$ cat config.mk
export PLATFORM = sky130hd
export DESIGN_NAME = regfile_scoreboard_flat
export DESIGN_NICKNAME = d
export VERILOG_FILES = /design/src/rtl/regfile_scoreboard_pkg.sv /design/src/rtl/regfile_scoreboard_if.sv /design/src/rtl/regfile_scoreboard_rf_scoreboard.sv /design/src/rtl/regfile_scoreboard.sv /design/src/flat_wrapper.sv
export SDC_FILE = /design/constraint.sdc
export NUM_CORES = 2
export LEC_CHECK = 0
export BUFFER_PORTS_ARGS = -buffer_cell sky130_fd_sc_hd__buf_2
export CAP_MARGIN = 0
export CORE_ASPECT_RATIO = 1.5
export CORE_MARGIN = 2
export CORE_UTILIZATION = 40
export DETAILED_ROUTE_END_ITERATION = 12
export PLACE_DENSITY_LB_ADDON = 0.1
export SYNTH_ARGS = -nofsm -noshare
export SYNTH_HDL_FRONTEND = slang
export SYNTH_SLANG_ARGS = --single-unit
$ cat constraint.sdc
create_clock -name clk -period 7.7 [get_ports clk]
set_input_delay 0.77 -clock clk [delete_from_list [all_inputs] [get_ports clk]]
set_output_delay 0.77 -clock clk [all_outputs]
set_load 0.03 [all_outputs]
$ cat src/rtl/regfile_scoreboard_pkg.sv
// Shared register-file definitions: architectural constants, write-back request
// type and a popcount helper used by the busy-bit scoreboard.
package riscv_rf_pkg;

   localparam int REG_ZERO = 0;
   localparam int XLEN_DEF = 32;
   localparam int NREG_DEF = 32;
   localparam int AW_DEF   = $clog2(NREG_DEF);
   localparam int POP_MAX  = 256;

   typedef struct packed {
      logic                we;
      logic [AW_DEF-1:0]   wa;
      logic [XLEN_DEF-1:0] wd;
   } wb_req_t;

   function automatic int unsigned popcount(input logic [POP_MAX-1:0] v);
      int unsigned n;
      n = 0;
      for (int i = 0; i < POP_MAX; i++) n += 32'(v[i]);
      return n;
   endfunction

endpackage

$ cat src/rtl/regfile_scoreboard_if.sv
// Bundle between decode/issue plus write-back (master) and the register file (slave).
interface regfile_scoreboard_if
   import riscv_rf_pkg::*;
#(
   parameter int XLEN   = XLEN_DEF,
   parameter int NREG   = NREG_DEF,
   parameter int NUM_RD = 2
) ();
   localparam int AW = $clog2(NREG);

   logic [NUM_RD*AW-1:0]   rd_addr;
   logic [NUM_RD*XLEN-1:0] rd_data;
   logic [NUM_RD-1:0]      rd_busy;
   logic                   we0;
   logic [AW-1:0]          wa0;
   logic [XLEN-1:0]        wd0;
   logic                   we1;
   logic [AW-1:0]          wa1;
   logic [XLEN-1:0]        wd1;
   logic                   iss_valid;
   logic [AW-1:0]          iss_rs1;
   logic [AW-1:0]          iss_rs2;
   logic [AW-1:0]          iss_rd;
   logic                   iss_wr;
   logic                   iss_stall;
   logic [AW:0]            pend_cnt;

   modport master (
      output rd_addr, we0, wa0, wd0, we1, wa1, wd1,
             iss_valid, iss_rs1, iss_rs2, iss_rd, iss_wr,
      input  rd_data, rd_busy, iss_stall, pend_cnt
   );

   modport slave (
      input  rd_addr, we0, wa0, wd0, we1, wa1, wd1,
             iss_valid, iss_rs1, iss_rs2, iss_rd, iss_wr,
      output rd_data, rd_busy, iss_stall, pend_cnt
   );

endinterface

$ cat src/rtl/regfile_scoreboard_rf_scoreboard.sv
// Busy-bit scoreboard: tracks in-flight destinations, reports per-port busy,
// raises the issue stall on RAW/WAW hazards and keeps a pending-register count.
module rf_scoreboard
   import riscv_rf_pkg::*;
#(
   parameter  int NREG   = NREG_DEF,
   parameter  int NUM_RD = 2,
   localparam int AW     = $clog2(NREG)
) (
   input  logic                 clk,
   input  logic                 rst,
   input  logic [NUM_RD*AW-1:0] i_rd_addr,
   input  logic                 i_we0,
   input  logic [AW-1:0]        i_wa0,
   input  logic                 i_we1,
   input  logic [AW-1:0]        i_wa1,
   input  logic                 i_iss_valid,
   input  logic [AW-1:0]        i_iss_rs1,
   input  logic [AW-1:0]        i_iss_rs2,
   input  logic [AW-1:0]        i_iss_rd,
   input  logic                 i_iss_wr,
   output logic [NUM_RD-1:0]    o_rd_busy,
   output logic                 o_iss_stall,
   output logic [AW:0]          o_pend_cnt
);
   localparam int NPAD = 1 << AW;

   logic [NREG-1:0] r_busy;
   logic [AW:0]     r_pend_cnt;
   logic [NREG-1:0] w_clr, w_set, w_busy_eff, w_busy_next;
   logic [NPAD-1:0] w_eff_pad, w_busy_pad;
   logic            w_dual_busy;

   // NOTE: every always_comb output gets a default before any conditional update, so no latch is inferred.
   always_comb begin
      w_clr = '0;
      for (int i = 1; i < NREG; i++)
         w_clr[i] = (i_we0 && (i_wa0 == AW'(i))) || (i_we1 && (i_wa1 == AW'(i)));
   end

   always_comb begin
      w_set = '0;
      for (int i = 1; i < NREG; i++)
         w_set[i] = i_iss_valid && !o_iss_stall && i_iss_wr && (i_iss_rd == AW'(i));
   end

   // A value on write-back this cycle is forwarded, so it no longer counts as busy.
   assign w_busy_eff  = r_busy & ~w_clr;
   assign w_busy_next = w_busy_eff | w_set;
   assign w_eff_pad   = NPAD'(w_busy_eff);
   assign w_busy_pad  = NPAD'(r_busy);

   assign o_iss_stall = !rst && i_iss_valid &&
                        (w_eff_pad[i_iss_rs1] || w_eff_pad[i_iss_rs2] ||
                         (i_iss_wr && w_eff_pad[i_iss_rd]));

   always_comb begin
      o_rd_busy = '0;
      for (int k = 0; k < NUM_RD; k++)
         o_rd_busy[k] = !rst && w_eff_pad[i_rd_addr[k*AW +: AW]];
   end

   // NOTE: sequential state uses non-blocking assignments so every flop samples pre-edge values.
   always_ff @(posedge clk) begin
      if (rst) begin
         r_busy     <= '0;
         r_pend_cnt <= '0;
      end else begin
         r_busy     <= w_busy_next;
         r_pend_cnt <= (AW+1)'(popcount(POP_MAX'(w_busy_next)));
      end
   end

   assign o_pend_cnt = r_pend_cnt;

   assign w_dual_busy = i_we0 && i_we1 && (i_wa0 == i_wa1) &&
                        (i_wa0 != AW'(REG_ZERO)) && w_busy_pad[i_wa0];

   // Only one producer per register may be in flight.
   a_one_producer: assert property (@(posedge clk) disable iff (rst) !w_dual_busy);

endmodule

$ cat src/rtl/regfile_scoreboard.sv
// Integer register file with N combinational read ports, two write-back ports,
// same-cycle forwarding and a busy-bit scoreboard for issue hazards.
module regfile_scoreboard
   import riscv_rf_pkg::*;
#(
   parameter  int XLEN   = XLEN_DEF,
   parameter  int NREG   = NREG_DEF,
   parameter  int NUM_RD = 2,
   localparam int AW     = $clog2(NREG)
) (
   input  logic                 clk,
   input  logic                 rst,
   regfile_scoreboard_if.slave  bus
);
   localparam logic [AW:0] NREG_W = (AW+1)'(NREG);

   logic [XLEN-1:0] r_mem [NREG];
   logic [AW-1:0]   w_ra  [NUM_RD];
   logic            w_wv0, w_wv1;

   assign w_wv0 = bus.we0 && (bus.wa0 != AW'(REG_ZERO)) && ({1'b0, bus.wa0} < NREG_W);
   assign w_wv1 = bus.we1 && (bus.wa1 != AW'(REG_ZERO)) && ({1'b0, bus.wa1} < NREG_W);

   // NOTE: this is a flop array, not a RAM macro, so clearing every entry on reset is intended.
   always_ff @(posedge clk) begin
      if (rst) begin
         for (int i = 0; i < NREG; i++) r_mem[i] <= '0;
      end else begin
         if (w_wv0) r_mem[bus.wa0] <= bus.wd0;
         if (w_wv1) r_mem[bus.wa1] <= bus.wd1;
      end
   end

   for (genvar k = 0; k < NUM_RD; k++) begin : g_ra
      assign w_ra[k] = bus.rd_addr[k*AW +: AW];
   end

   // Forwarding order lets port 1 override port 0, matching the storage priority.
   always_comb begin
      bus.rd_data = '0;
      for (int k = 0; k < NUM_RD; k++) begin
         if (!rst && (w_ra[k] != AW'(REG_ZERO)) && ({1'b0, w_ra[k]} < NREG_W)) begin
            bus.rd_data[k*XLEN +: XLEN] = r_mem[w_ra[k]];
            if (bus.we0 && (bus.wa0 == w_ra[k])) bus.rd_data[k*XLEN +: XLEN] = bus.wd0;
            if (bus.we1 && (bus.wa1 == w_ra[k])) bus.rd_data[k*XLEN +: XLEN] = bus.wd1;
         end
      end
   end

   rf_scoreboard #(
      .NREG   (NREG),
      .NUM_RD (NUM_RD)
   ) u_sb (
      .clk         (clk),
      .rst         (rst),
      .i_rd_addr   (bus.rd_addr),
      .i_we0       (bus.we0),
      .i_wa0       (bus.wa0),
      .i_we1       (bus.we1),
      .i_wa1       (bus.wa1),
      .i_iss_valid (bus.iss_valid),
      .i_iss_rs1   (bus.iss_rs1),
      .i_iss_rs2   (bus.iss_rs2),
      .i_iss_rd    (bus.iss_rd),
      .i_iss_wr    (bus.iss_wr),
      .o_rd_busy   (bus.rd_busy),
      .o_iss_stall (bus.iss_stall),
      .o_pend_cnt  (bus.pend_cnt)
   );

endmodule

$ cat src/flat_wrapper.sv
// flat-port wrapper written by rule: the top's interface ports become plain ports
module regfile_scoreboard_flat import riscv_rf_pkg::*;
#(
   parameter  int XLEN   = XLEN_DEF,
   parameter  int NREG   = NREG_DEF,
   parameter  int NUM_RD = 2,
   localparam int AW     = $clog2(NREG)
)
  (clk, rst, bus_rd_addr, bus_we0, bus_wa0, bus_wd0, bus_we1, bus_wa1, bus_wd1, bus_iss_valid, bus_iss_rs1, bus_iss_rs2, bus_iss_rd, bus_iss_wr, bus_rd_data, bus_rd_busy, bus_iss_stall, bus_pend_cnt);
  regfile_scoreboard_if #(.XLEN(XLEN), .NREG(NREG), .NUM_RD(NUM_RD)) bus_i ();
  input  logic clk;
  input  logic rst;
  input wire logic [$bits(bus_i.rd_addr)-1:0] bus_rd_addr;
  input wire logic [$bits(bus_i.we0)-1:0] bus_we0;
  input wire logic [$bits(bus_i.wa0)-1:0] bus_wa0;
  input wire logic [$bits(bus_i.wd0)-1:0] bus_wd0;
  input wire logic [$bits(bus_i.we1)-1:0] bus_we1;
  input wire logic [$bits(bus_i.wa1)-1:0] bus_wa1;
  input wire logic [$bits(bus_i.wd1)-1:0] bus_wd1;
  input wire logic [$bits(bus_i.iss_valid)-1:0] bus_iss_valid;
  input wire logic [$bits(bus_i.iss_rs1)-1:0] bus_iss_rs1;
  input wire logic [$bits(bus_i.iss_rs2)-1:0] bus_iss_rs2;
  input wire logic [$bits(bus_i.iss_rd)-1:0] bus_iss_rd;
  input wire logic [$bits(bus_i.iss_wr)-1:0] bus_iss_wr;
  output wire logic [$bits(bus_i.rd_data)-1:0] bus_rd_data;
  output wire logic [$bits(bus_i.rd_busy)-1:0] bus_rd_busy;
  output wire logic [$bits(bus_i.iss_stall)-1:0] bus_iss_stall;
  output wire logic [$bits(bus_i.pend_cnt)-1:0] bus_pend_cnt;
  assign bus_i.rd_addr = bus_rd_addr;
  assign bus_i.we0 = bus_we0;
  assign bus_i.wa0 = bus_wa0;
  assign bus_i.wd0 = bus_wd0;
  assign bus_i.we1 = bus_we1;
  assign bus_i.wa1 = bus_wa1;
  assign bus_i.wd1 = bus_wd1;
  assign bus_i.iss_valid = bus_iss_valid;
  assign bus_i.iss_rs1 = bus_iss_rs1;
  assign bus_i.iss_rs2 = bus_iss_rs2;
  assign bus_i.iss_rd = bus_iss_rd;
  assign bus_i.iss_wr = bus_iss_wr;
  assign bus_rd_data = bus_i.rd_data;
  assign bus_rd_busy = bus_i.rd_busy;
  assign bus_iss_stall = bus_i.iss_stall;
  assign bus_pend_cnt = bus_i.pend_cnt;
  regfile_scoreboard #(.XLEN(XLEN), .NREG(NREG), .NUM_RD(NUM_RD)) u_core (.clk(clk), .rst(rst), .bus(bus_i));
endmodule
* Word level (Yosys, flattened, before mapping)
Memories as Yosys holds them, arrays and structs flattened.
Cells that the tools add are included.
** Storage, ports and cells
- Memories :: 1
- Register bits :: 38
- Bits in writable memories :: 1024
** Operators by class
- Add/subtract/negate cells :: 31
- Eq/ne operators :: 97
- Reductions and logical operators :: 149
- Multiplexer cells :: 30
- Bitwise operators :: 3
- $lt $le $gt $ge :: 5
** Memory list
- u_core.r_mem :: depth 32, width 32, read ports 2, clocked after Yosys merged registers in 0, write ports 32, RTL line regfile_scoreboard.sv:17 : logic [XLEN-1:0] r_mem [NREG];
** Operator list (number)
- 32-bit two-way mux :: 8
- 5-bit == test (second input constant) :: 48
- 6-bit by 1-bit adder with 6-bit output :: 26
- 5-bit by 4-bit == test with 1-bit output (second input constant) :: 24
- 1-bit logical AND :: 108
- 32-bit OR reduction :: 2
- 5-bit by 3-bit == test with 1-bit output (second input constant) :: 12
- 1-bit logical OR :: 33
- 32-bit AND :: 1
- 32-bit NOT :: 1
- 32-bit OR :: 1
- 5-bit by 2-bit == test with 1-bit output (second input constant) :: 6
- 5-bit by 6-bit less-than comparator with 1-bit output (second input constant) :: 5
- 1-bit binary-select mux with 5-bit select :: 5
- 5-bit == test :: 4
- 5-bit nonzero test :: 4
- 5-bit by 1-bit == test with 1-bit output (second input constant) :: 3
- 1-bit two-way mux :: 15
- 5-bit two-way mux :: 2
- 5-bit by 1-bit adder with 6-bit output :: 1
- 4-bit by 1-bit adder with 5-bit output :: 1
- 3-bit by 1-bit adder with 4-bit output :: 1
- 2-bit by 1-bit adder with 3-bit output :: 1
- 1-bit by 1-bit adder with 2-bit output :: 1
- 1-bit zero test :: 2

* Longest topological paths before layout
- Depth after elaboration :: 46
- Depth in mapped cells :: 28
- Mapped depth without buffers :: 24

* By module
A second synthesis with hierarchy kept.
** Second synthesis, totals
- Cells, all modules :: 5336
- Area, all modules :: 65865.7 µm²
** Modules (own cells, without submodules)
- regfile_scoreboard :: instances 1, area each 61422.7 µm², cells each 4847
- rf_scoreboard :: instances 1, area each 4443.0 µm², cells each 489

* Worst setup path before layout
Ideal clock, no wire load.
- Path kind :: input -> register
- From :: in bus_wa1[4]
- To :: reg u_core.u_sb.r_pend_cnt[4] (netlist: u_core.u_sb.o_pend_cnt[4])
- Setup slack :: 0.155 ns
- Arrival time :: 7.417 ns
- Stages :: 24
- Cells stage by stage :: buf_2 > or4b_4 > buf_2 > o221ai_1 > o21ai_1 > nor4_1 > nor3_1 > nor4_4 > and2_1 > buf_4 > a31oi_1 > fa_1 > inv_1 > fa_1 > fa_1 > fa_1 > fa_1 > fa_1 > fa_1 > fa_1 > a21o_1 > a21oi_1 > xor2_1 > nor2_1
** On the way
- Cells in the longest elaborated chain, start to end :: 46
- Elaborated cells between the ends (all ways) :: 171
- Those cells by class :: add/sub: 31; eq/ne: 31; mux: 6; bitwise: 3; reduce/logical: 100
** RTL lines
- start, declared :: RTL line flat_wrapper.sv:18 : input wire logic [$bits(bus_i.wa1)-1:0] bus_wa1;
- 5-bit by 1-bit == test with 1-bit output, or another cell as far along :: RTL line regfile_scoreboard_rf_scoreboard.sv:38 : w_clr[i] = (i_we0 && (i_wa0 == AW'(i))) || (i_we1 && (i_wa1 == AW'(i)));
- 1-bit logical AND :: RTL line regfile_scoreboard_rf_scoreboard.sv:38
- 1-bit logical OR :: RTL line regfile_scoreboard_rf_scoreboard.sv:38
- 32-bit NOT (*) :: RTL line regfile_scoreboard_rf_scoreboard.sv:48 : assign w_busy_eff = r_busy & ~w_clr;
- 32-bit AND (*) :: RTL line regfile_scoreboard_rf_scoreboard.sv:48
- 1-bit binary-select mux with 5-bit select, on equally long branches :: RTL line regfile_scoreboard_rf_scoreboard.sv:54, regfile_scoreboard_rf_scoreboard.sv:55
- 1-bit two-way mux, on equally long branches :: RTL line regfile_scoreboard_rf_scoreboard.sv:54, regfile_scoreboard_rf_scoreboard.sv:55
- 1-bit logical OR or 1-bit logical AND (tied branches) :: RTL line regfile_scoreboard_rf_scoreboard.sv:54, regfile_scoreboard_rf_scoreboard.sv:55
- [6 not listed]
- 32-bit OR (*) :: RTL line regfile_scoreboard_rf_scoreboard.sv:49 : assign w_busy_next = w_busy_eff | w_set;
- 1-bit by 1-bit adder with 2-bit output :: RTL line regfile_scoreboard_pkg.sv:20 : for (int i = 0; i < POP_MAX; i++) n += 32'(v[i]);
- 2-bit by 1-bit adder with 3-bit output :: RTL line regfile_scoreboard_pkg.sv:20
- 3-bit by 1-bit adder with 4-bit output :: RTL line regfile_scoreboard_pkg.sv:20
- 4-bit by 1-bit adder with 5-bit output :: RTL line regfile_scoreboard_pkg.sv:20
- 5-bit by 1-bit adder with 6-bit output :: RTL line regfile_scoreboard_pkg.sv:20
- 6-bit by 1-bit adder with 6-bit output (25 in a row) :: RTL line regfile_scoreboard_pkg.sv:20
- 6-bit by 1-bit adder with 6-bit output (*) :: RTL line regfile_scoreboard_pkg.sv:20
- end signal, assigned :: RTL line regfile_scoreboard_rf_scoreboard.sv:70 : r_pend_cnt <= (AW+1)'(popcount(POP_MAX'(w_busy_next)));
- end, declared :: RTL line regfile_scoreboard_rf_scoreboard.sv:29 : logic [AW:0] r_pend_cnt;
Every way passes the cells marked *; elsewhere a longest branch is shown, timed or not. The select of a mux whose other input is x is not followed.
A chain may end at the register's enable or synchronous reset.

* Final worst setup path
- From :: reg u_core.u_sb.r_busy[9]
- To :: reg u_core.u_sb.r_pend_cnt[4] (netlist: u_core.u_sb.o_pend_cnt[4])
** On the way
- Cells in the longest elaborated chain, start to end :: 42
- Elaborated cells between the ends (all ways) :: 77
- Those cells by class :: add/sub: 31; mux: 6; bitwise: 2; reduce/logical: 38
** RTL lines
- start, declared :: RTL line regfile_scoreboard_rf_scoreboard.sv:28 : logic [NREG-1:0] r_busy;
- start signal, assigned :: RTL line regfile_scoreboard_rf_scoreboard.sv:69 : r_busy <= w_busy_next;
- 32-bit AND (*) :: RTL line regfile_scoreboard_rf_scoreboard.sv:48
- 1-bit binary-select mux with 5-bit select, on equally long branches :: RTL line regfile_scoreboard_rf_scoreboard.sv:54, regfile_scoreboard_rf_scoreboard.sv:55
- 1-bit two-way mux, on equally long branches :: RTL line regfile_scoreboard_rf_scoreboard.sv:54, regfile_scoreboard_rf_scoreboard.sv:55
- 1-bit logical OR or 1-bit logical AND (tied branches) :: RTL line regfile_scoreboard_rf_scoreboard.sv:54, regfile_scoreboard_rf_scoreboard.sv:55
- 1-bit logical OR :: RTL line regfile_scoreboard_rf_scoreboard.sv:54 : (w_eff_pad[i_iss_rs1] || w_eff_pad[i_iss_rs2] ||
- 1-bit logical AND :: RTL line regfile_scoreboard_rf_scoreboard.sv:53 : assign o_iss_stall = !rst && i_iss_valid &&
- 1-bit zero test :: RTL line regfile_scoreboard_rf_scoreboard.sv:44 : w_set[i] = i_iss_valid && !o_iss_stall && i_iss_wr && (i_iss_rd == AW'(i));
- 1-bit logical AND (3 in a row) :: RTL line regfile_scoreboard_rf_scoreboard.sv:44
- 32-bit OR (*) :: RTL line regfile_scoreboard_rf_scoreboard.sv:49
- 1-bit by 1-bit adder with 2-bit output :: RTL line regfile_scoreboard_pkg.sv:20
- 2-bit by 1-bit adder with 3-bit output :: RTL line regfile_scoreboard_pkg.sv:20
- 3-bit by 1-bit adder with 4-bit output :: RTL line regfile_scoreboard_pkg.sv:20
- 4-bit by 1-bit adder with 5-bit output :: RTL line regfile_scoreboard_pkg.sv:20
- 5-bit by 1-bit adder with 6-bit output :: RTL line regfile_scoreboard_pkg.sv:20
- 6-bit by 1-bit adder with 6-bit output (25 in a row) :: RTL line regfile_scoreboard_pkg.sv:20
- 6-bit by 1-bit adder with 6-bit output (*) :: RTL line regfile_scoreboard_pkg.sv:20
Marks and branches as above.

==> metrics.txt <==
cts bufs inserted 110; power per cell area between 200 and 250 nW/um^2; post-DP HPWL 172000 um; crit path launch type register; first-pass GRT wire length between 400000 and 500000 um; die height approximately 500 um; fin nets 4830; synthesized area 64400 um^2; placed cell count 6676; hold crit path type reg2reg; RSZ-0062 raised after global routing false; final setup fails 0; grt total ovfl 0; Yosys cell types between 70 and 80; initial antenna violation count 14; clock sinks ~1100; CTS clk-pin slew, worst paths about 70 ps; mux contribution to synthesized area around a fifth; Buf/Inv on CP 2; Worst-Margin Slew around 1400 ps; Mean Syn Cell Area between 10 and 15 um^2; Syn-to-layout area delta 12.3%; DRC violations left 0; WL final ~300000 um; adder-cell share of the synthesized area less than 1%; root buffer cell clkbuf_16; max-cap violation count 0; Highest Clock Rate ~140 MHz; final worst slack 480 ps; GP Congestion between 0.9 and 1; First-pass DRT Iterations 8; Leak between 20 and 25 nW; drt via density 7.31; core area about 160000 um^2; status finished clean; CP required about 8300 ps; I/O Buffers about 180; Max Root-Sink Buffers 3; Setup Skew ~18 ps; Vias 50280; htree depth 3; WP depth 22; final hold vios 0; Post-synth ARST share 0%; latest clock arrival within the worst-skew pair around 760 ps; crit path time final a little over 7000 ps; Die Footprint roughly 160000 um^2; Synth Instances 4791; critical path peak fanout 11; layout cell share with drive strength beyond 1 between 20% and 30%; register area share after synthesis about half; cts hold-fix bufs 0; fin util a little under half; Die Width ~330 um; First DRT Iteration DRCs approximately 6200; CP max stage cell nor4_1; Slew Limit Fails 0; CP cell instances mux2_2 -> o21bai_1 -> o31ai_1 -> a31oi_1 -> nor4_1 -> nor4_4 -> and2_1 -> buf_12 -> a31oi_1 -> fa_1 -> inv_1 -> fa_1 -> fa_1 -> fa_1 -> fa_1 -> fa_1 -> fa_1 -> fa_1 -> a21o_1 -> a21oi_1 -> xor2_1 -> nor2_1; Most used DFF post-synth edfxtp_1; ANT nets after route 0; largest family of logic cells by synthesized area multiplexers; Compound-Gate Fraction of Synth Area between 20% and 30%; final worst-path cycle share a little over nine tenths; drt wl/cell roughly 43 um; Finished Layout Cells roughly 6900; CTS resizes 0; largest net degree at the start of global routing between 100 and 150; IO Pins approximately 180; Reg2Reg Depth 22; crit end category register; initial core utilization between 40% and 50%; vias in the first global route roughly 51000; total track usage a little over a third; Yosys reg bits about 1100; Peak VDD IR 0.198 mV; # rows 180; Post-synth EDFFs about 1000; Hold Crit Depth 3; Synth warnings 0; Crit Path Category reg2reg; CP most frequent cell fa_1; Slew Limit Headroom just over 8%; dpl ws -347 ps; Post-Synth Simple-Gate Area slightly below 4%; XOR/XNOR share of the synthesized area less than 1%; Post CTS Setup Buffer Count 0; crit path DAT approximately 8000 ps; family with the most delay on the worst path adder cells; TritonCTS clock tree done; Critical Path Max Stage Delay about 660 ps
-- kinds of logic after synthesis --
group | Yosys count
compound gates | 1619
xor+xnor | 25
fa+ha+maj | 30
buf+inv | 777
flops | 1061
mux | 769
other cells | 1
simple gates | 509
-- worst min-delay path: cells and delay by family, from the launching register on --
kind	cells	cell delay (ps)
buffers and inverters	1	130
DFF	1	320
AOI/OAI and AO/OA	2	150
-- metrics by stage --
step	hold slack, ps	TNS, ps	total power, mW	instance area, um^2
6_report	640	0	14.6	72300
5_1_grt	669	0	15.0	72300
4_1_cts	590	0	14.6	72300
3_5_place_dp	624	-675	9.28	68800
3_3_place_gp	624	-445	9.25	68800
2_1_floorplan	516	0	8.38	64500
-- where the power goes --
| group | internal, mW | total [mW] | switching, mW |
|---|---|---|---|
| clock | 2.99 | 5.44 | 2.45 |
| combinational | 0.854 | 2.35 | 1.50 |
| sequential | 6.68 | 6.84 | 0.167 |
-- state kept, by name (all words and copies together), names as in the netlist --
register and cells:
u_core.r_mem 1024, u_core.u_sb.r_busy 31, u_core.u_sb.o_pend_cnt 6
-- path summary, 6_finish.rpt --
path | start | end | slack, ps
setup / recovery | u_core.u_sb.r_busy[9] | u_core.u_sb.o_pend_cnt[4] | 480
hold reg to reg | u_core.u_sb.r_busy[2] | u_core.u_sb.r_busy[2] | 640
hold / removal | u_core.u_sb.r_busy[2] | u_core.u_sb.r_busy[2] | 640
setup reg to reg | u_core.u_sb.r_busy[9] | u_core.u_sb.o_pend_cnt[4] | 480
-- Yosys cell counts, drive strengths merged (45+ instances only) --
cell	instances	area, um^2
edfxtp	1024	30700
a22o	989	8660
clkbuf	580	2180
mux4	468	10500
mux2i	299	2990
nor2	231	867
o221ai	179	1590
a21oi	174	871
buf	167	684
o22ai	102	701
nor3	79	400
a211oi	65	488
nand2	45	171
-- layout make-up --
cell class	instances	area, um^2
clock buffer	141	2940
inverter	30	115
timing repair buffer	508	3630
antenna	5	12.5
sequential	1061	31500
clock inverter	59	534
fill	14202	87800
multi-input combinational	2984	30900
tap	2093	2620
-- cells in the final DEF, fill, tap and decap left out, drive strengths merged, types with 7 or more instances in the layout --
master,instances
conb,32
nor3,79
a31oi,8
nand3,23
nand2,45
nand3b,8
nor4,23
fa,23
dfxtp,37
ha,7
nand4b,9
or3,26
edfxtp,1024
nand4,11
inv,35
o31a,12
mux4,468
o31ai,19
o22ai,102
clkbuf,142
clkinv,41
nand2b,13
nor2b,13
buf,507
bufinv,9
nor2,231
mux2i,299
o21ai,31
a21oi,174
a211oi,65
a22o,989
o221ai,179
xor2,20
-- per-layer routing --
layer	GRT usage (%)	vias up	share of wire, %
li1	-	19814	-
met1	40.8	26100	34
met2	59.9	3333	49
met3	6.66	1023	8.8
met4	24.8	10	8.0
met5	0	-	0.022
No activity file was read; power rests on OpenSTA's default activity.
